**config.mk**
```make
export PLATFORM = sky130hd
export DESIGN_NAME = fifo_stream_reader
export DESIGN_NICKNAME = d
export VERILOG_FILES = /design/src/rtl/fifo_stream_reader.sv
export SDC_FILE = /design/constraint.sdc
export NUM_CORES = 1
export LEC_CHECK = 0
export ABC_AREA = 1
export CAP_MARGIN = 10
export CORE_ASPECT_RATIO = 1.25
export CORE_MARGIN = 2
export CORE_UTILIZATION = 27
export CTS_BUF_LIST = sky130_fd_sc_hd__clkbuf_4 sky130_fd_sc_hd__clkbuf_8
export CTS_CLUSTER_SIZE = 14
export DETAILED_ROUTE_END_ITERATION = 8
export PLACE_DENSITY_LB_ADDON = 0.3
export SLEW_MARGIN = 10
export SYNTH_ARGS = -nofsm -noshare
export SYNTH_HDL_FRONTEND = slang
export SYNTH_SLANG_ARGS = --single-unit
```
**constraint.sdc**
```tcl
create_clock -name CLK -period 3.6 [get_ports CLK]
set_clock_uncertainty 0.2 [all_clocks]
set_input_delay 0.72 -clock CLK [delete_from_list [all_inputs] [get_ports CLK]]
set_output_delay 0.72 -clock CLK [all_outputs]
set_load 0.01 [all_outputs]
```
**src/rtl/fifo_stream_reader.sv**
```systemverilog
// Read-side adapter that turns the FIFO's 1-cycle-latency DEQ/DOUT port into a valid/ready stream.
// Optional transfer counter (CNT port) is built only when FIFO_READER_CNT_EN is defined.
module fifo_stream_reader #(
    parameter int WIDTH = 32
`ifdef FIFO_READER_CNT_EN
    ,
    parameter int W_CNT = 16
`endif
) (
    input  logic             CLK,
    input  logic             RST,
    input  logic             F_EMPTY,
    input  logic [WIDTH-1:0] F_DOUT,
    output logic             F_DEQ,
    output logic [WIDTH-1:0] O_DATA,
    output logic             O_VALID,
    input  logic             O_READY
`ifdef FIFO_READER_CNT_EN
    ,
    output logic [W_CNT-1:0] CNT
`endif
);

    typedef logic [1:0] ptr_t;

    logic [WIDTH-1:0] skid_buf [0:2];
    ptr_t             rd_ptr;
    ptr_t             wr_ptr;
    logic [1:0]       occ;
    logic             inflight;
    logic             capture;
    logic             transfer;
    logic [2:0]       pending;

    function automatic ptr_t next_ptr(input ptr_t p);
        return (p == 2'd2) ? 2'd0 : p + 2'd1;
    endfunction

    // Words already buffered plus the one still on its way from the FIFO;
    // dequeuing only while this is below 3 guarantees a free slot on arrival.
    assign pending  = {1'b0, occ} + {2'b0, inflight};
    assign F_DEQ    = !RST && !F_EMPTY && (pending < 3'd3);
    assign capture  = inflight;
    assign O_VALID  = (occ != 2'd0);
    assign transfer = O_VALID && O_READY;

    always_comb begin
        O_DATA = skid_buf[0];
        case (rd_ptr)
            2'd1:    O_DATA = skid_buf[1];
            2'd2:    O_DATA = skid_buf[2];
            default: O_DATA = skid_buf[0];
        endcase
    end

    always_ff @(posedge CLK) begin
        if (RST) begin
            for (int i = 0; i < 3; i++) begin
                skid_buf[i] <= '0;
            end
            rd_ptr   <= 2'd0;
            wr_ptr   <= 2'd0;
            occ      <= 2'd0;
            inflight <= 1'b0;
        end else begin
            inflight <= F_DEQ;
            if (capture) begin
                for (int i = 0; i < 3; i++) begin
                    if (wr_ptr == ptr_t'(i)) begin
                        skid_buf[i] <= F_DOUT;
                    end
                end
                wr_ptr <= next_ptr(wr_ptr);
            end
            if (transfer) begin
                rd_ptr <= next_ptr(rd_ptr);
            end
            case ({capture, transfer})
                2'b10:   occ <= occ + 2'd1;
                2'b01:   occ <= occ - 2'd1;
                default: occ <= occ;
            endcase
        end
    end

    occ_bound : assert property (@(posedge CLK) disable iff (RST) pending <= 3'd3);

`ifdef FIFO_READER_CNT_EN
    logic [W_CNT-1:0] cnt_q;

    always_ff @(posedge CLK) begin
        if (RST) begin
            cnt_q <= '0;
        end else if (transfer) begin
            cnt_q <= cnt_q + W_CNT'(1);
        end
    end

    assign CNT = cnt_q;
`endif

endmodule

```
==> impl_metrics.json <==
{
  "critical-path-max-stage-delay_ps": 570,
  "report.final.hold_viol_count": 0,
  "detailedRoute.firstPassIterationCount": 4,
  "grt.total_usage": 0.114,
  "post_cts_resize_count": 0,
  "postSynthRegisterBits": 103,
  "final.fill_count": 1581,
  "numCtsBuffers": 9,
  "timing.critical_path.max_delay_family": "buffers and inverters",
  "total_of_max_cap_violations": 0,
  "grt_start_max_net_pins": 35,
  "reg2reg_from": "capture",
  "initial_core_util": 0.274,
  "timing.fmax_mhz": 303,
  "hold_buffers": 0,
  "clock_tree_from_tritoncts": "built",
  "worstHoldPathType": "reg -> reg",
  "cp_num_buf_inv": 3,
  "synthTopCellsByArea": "sky130_fd_sc_hd__edfxtp_1 (68%), sky130_fd_sc_hd__nand2_1 (6.6%), sky130_fd_sc_hd__nor2_1 (6.0%)",
  "vias_per_cell": 4.28,
  "dpl.hpwl_um": 5630,
  "timing.final.crit_period_ps": 3300,
  "syn_to_final_growth_pct": 27.4,
  "yosysTopAreaCell": "sky130_fd_sc_hd__edfxtp_1",
  "yosysTopAreaCellShare": 0.681,
  "nets": 475,
  "crit_path_cell_trace": "inv_1, ha_2, buf_4, nor2_1, a31oi_1, clkdlybuf4s50_1",
  "timing.hold.worst.start": "wr_ptr[1]",
  "critical_path_top_delay_cell": "sky130_fd_sc_hd__clkdlybuf4s50_1",
  "grt_pass1_wl_um": 14400,
  "postRouteWirelength_um": 8950,
  "leakagePower_uw": 0.00199,
  "cp.arrival_ps": 2380,
  "globalplace.congestion": 0.702,
  "final_max_slew_viol_count": 0,
  "placedCellCount": 633,
  "synth_fp_nets": 404,
  "synth-warning-count": 0,
  "vias": 2777,
  "synth.distinct_cells": 20,
  "clock_path_buffers": 2,
  "endpoint_kind": "output pin",
  "first_global_vias": 2868,
  "fp.dieW_um": 116,
  "timing.critical_path.from_type": "flip-flop",
  "crit_path_max_fanout": 34,
  "power.density_cell_area_nw_per_um2": 538,
  "grt_remaining_overflow": 0,
  "post_synth_instance_area_um2": 4230,
  "drtAntennaViolNets": 0,
  "postCtsSetupRepairBufs": 0,
  "post-route-period-util": 0.916,
  "clkTransAtPathRegs_ps": 90,
  "dp_slack_ps": 476,
  "grt_antenna_before_repair": 0,
  "number_of_sinks_driven_by_the_clock_tree": 103,
  "required_ps": 2680,
  "tns_ps": 0,
  "fp.dieArea_um2": 16700,
  "drive_gt1_frac": 0.0778,
  "syn_avg_cell_area_um2": 11.7,
  "remaining_drc_errors": 0,
  "timing.setup.critical_path_class": "reg -> out",
  "tightestPinTransition_ps": 1150,
  "y_dimension_of_the_die_um": 144,
  "antenna-diode-count": 0,
  "rsz_0062_raised_after_global_routing": "false",
  "power.ir.vdd_worst_v": 0.000200,
  "setup_viol_count_final": 0,
  "detail_route.iter0.violations": 153,
  "wire_per_inst_um": 13.8,
  "clock_h_tree_levels": 3,
  "layoutNonFillerInstCount": 649,
  "final-seq-area_um2": 3020,
  "core_area_um2": 15400,
  "multi_input_gate_area_um2": 967,
  "worstSkewPairLatency_ps": 350,
  "final.setup.worst_slack_ps": 304,
  "placement.io_buffers": 69,
  "ctsRootBufferMaster": "sky130_fd_sc_hd__clkbuf_8",
  "startpoint": "rd_ptr[0]",
  "core.rowCount": 51,
  "io_pins": 70,
  "postSynthCellCount": 361,
  "slew_headroom": 0.227,
  "run_status": "completed",
  "synth-seq-area-share": 0.714
}
[sequential cells by signal (all words and copies together), names as in the netlist]
register,cells
skid_buf,96
rd_ptr,2
occ,2
capture,1
wr_ptr,2
[through the flow]
| stage | hold WS [ps] | power (uW) | cell area [um^2] | util |
|---|---|---|---|---|
| 6_report | 285 | 2900 | 5390 | 0.349 |
| 5_1_grt | 335 | 3070 | 5390 | 0.349 |
| 4_1_cts | 288 | 2950 | 5390 | 0.349 |
| 3_5_place_dp | 275 | 2240 | 5200 | 0.337 |
| 3_3_place_gp | 264 | 2230 | 5200 | 0.337 |
| 2_1_floorplan | 239 | 1830 | 4240 | - |
[synthesized netlist by cell type]
cell type,count
sky130_fd_sc_hd__edfxtp_1,96
sky130_fd_sc_hd__nand4_1,1
sky130_fd_sc_hd__nor2_1,68
sky130_fd_sc_hd__nor3_1,1
sky130_fd_sc_hd__inv_2,2
sky130_fd_sc_hd__dfxtp_1,7
sky130_fd_sc_hd__buf_4,3
sky130_fd_sc_hd__buf_6,3
sky130_fd_sc_hd__nand3_1,2
sky130_fd_sc_hd__o31ai_1,1
sky130_fd_sc_hd__o211ai_4,1
sky130_fd_sc_hd__a21boi_0,2
sky130_fd_sc_hd__inv_1,41
sky130_fd_sc_hd__o21ai_0,3
sky130_fd_sc_hd__buf_2,10
sky130_fd_sc_hd__ha_1,7
sky130_fd_sc_hd__nand2_1,74
sky130_fd_sc_hd__a31oi_1,32
sky130_fd_sc_hd__a21oi_1,3
sky130_fd_sc_hd__nor2_2,4
[cell usage in the layout (no fill, tap or decap), types with 4 or more instances in the layout]
cell	instances
sky130_fd_sc_hd__a31oi_1	32
sky130_fd_sc_hd__clkbuf_8	9
sky130_fd_sc_hd__clkdlybuf4s50_1	69
sky130_fd_sc_hd__nor2_2	4
sky130_fd_sc_hd__inv_1	41
sky130_fd_sc_hd__ha_1	4
sky130_fd_sc_hd__edfxtp_1	96
sky130_fd_sc_hd__dfxtp_1	7
sky130_fd_sc_hd__buf_4	4
sky130_fd_sc_hd__nor2_1	68
sky130_fd_sc_hd__nand2_1	72
[final timing paths]
path / slack [ps] / to / cells after the start
worst min register to register: 290 / wr_ptr[1] / 2
worst max register to register: 1210 / skid_buf[0][95] / 3
worst max-delay path: 300 / O_DATA[1] / 6
worst min-delay path: 290 / wr_ptr[1] / 2
[worst register-to-register path, stage by stage, from the launching register on]
cell and delay, ps:
sky130_fd_sc_hd__dfxtp_1 470, sky130_fd_sc_hd__inv_1 170, sky130_fd_sc_hd__o31ai_4 800, sky130_fd_sc_hd__buf_4 430
[cell families after synthesis]
| kind of cell | share of synthesized area |
|---|---|
| and+or+nand+nor | 0.137 |
| DFF | 0.714 |
| buffers and inverters | 0.0633 |
| AOI/OAI and AO/OA | 0.0648 |
| adders and majority gates | 0.0207 |
[final cells by class]
| type | count | area share |
|---|---|---|
| well taps | 212 | 0.0492 |
| repair buffers | 76 | 0.145 |
| multi-input cells | 199 | 0.179 |
| flip-flops and latches | 103 | 0.561 |
| clock inverters | 6 | 0.0114 |
| clock buffers | 10 | 0.0244 |
| inverters | 43 | 0.0299 |
[power breakdown]
| group | switching (uW) | internal (uW) | total [uW] |
|---|---|---|---|
| Clock | 379 | 326 | 705 |
| Combinational | 397 | 378 | 774 |
| Sequential | 28.1 | 1390 | 1420 |
| Total | 803 | 2100 | 2900 |
[metal layers]
layer / GRT usage / routed length [um] / up-vias
met5: 0 / 0 / -
met4: 0.0376 / 106 / 0
li1: - / - / 1354
met1: 0.139 / 3840 / 1358
met3: 0.0274 / 383 / 10
met2: 0.199 / 4630 / 55
No activity file was read; power rests on OpenSTA's default activity.
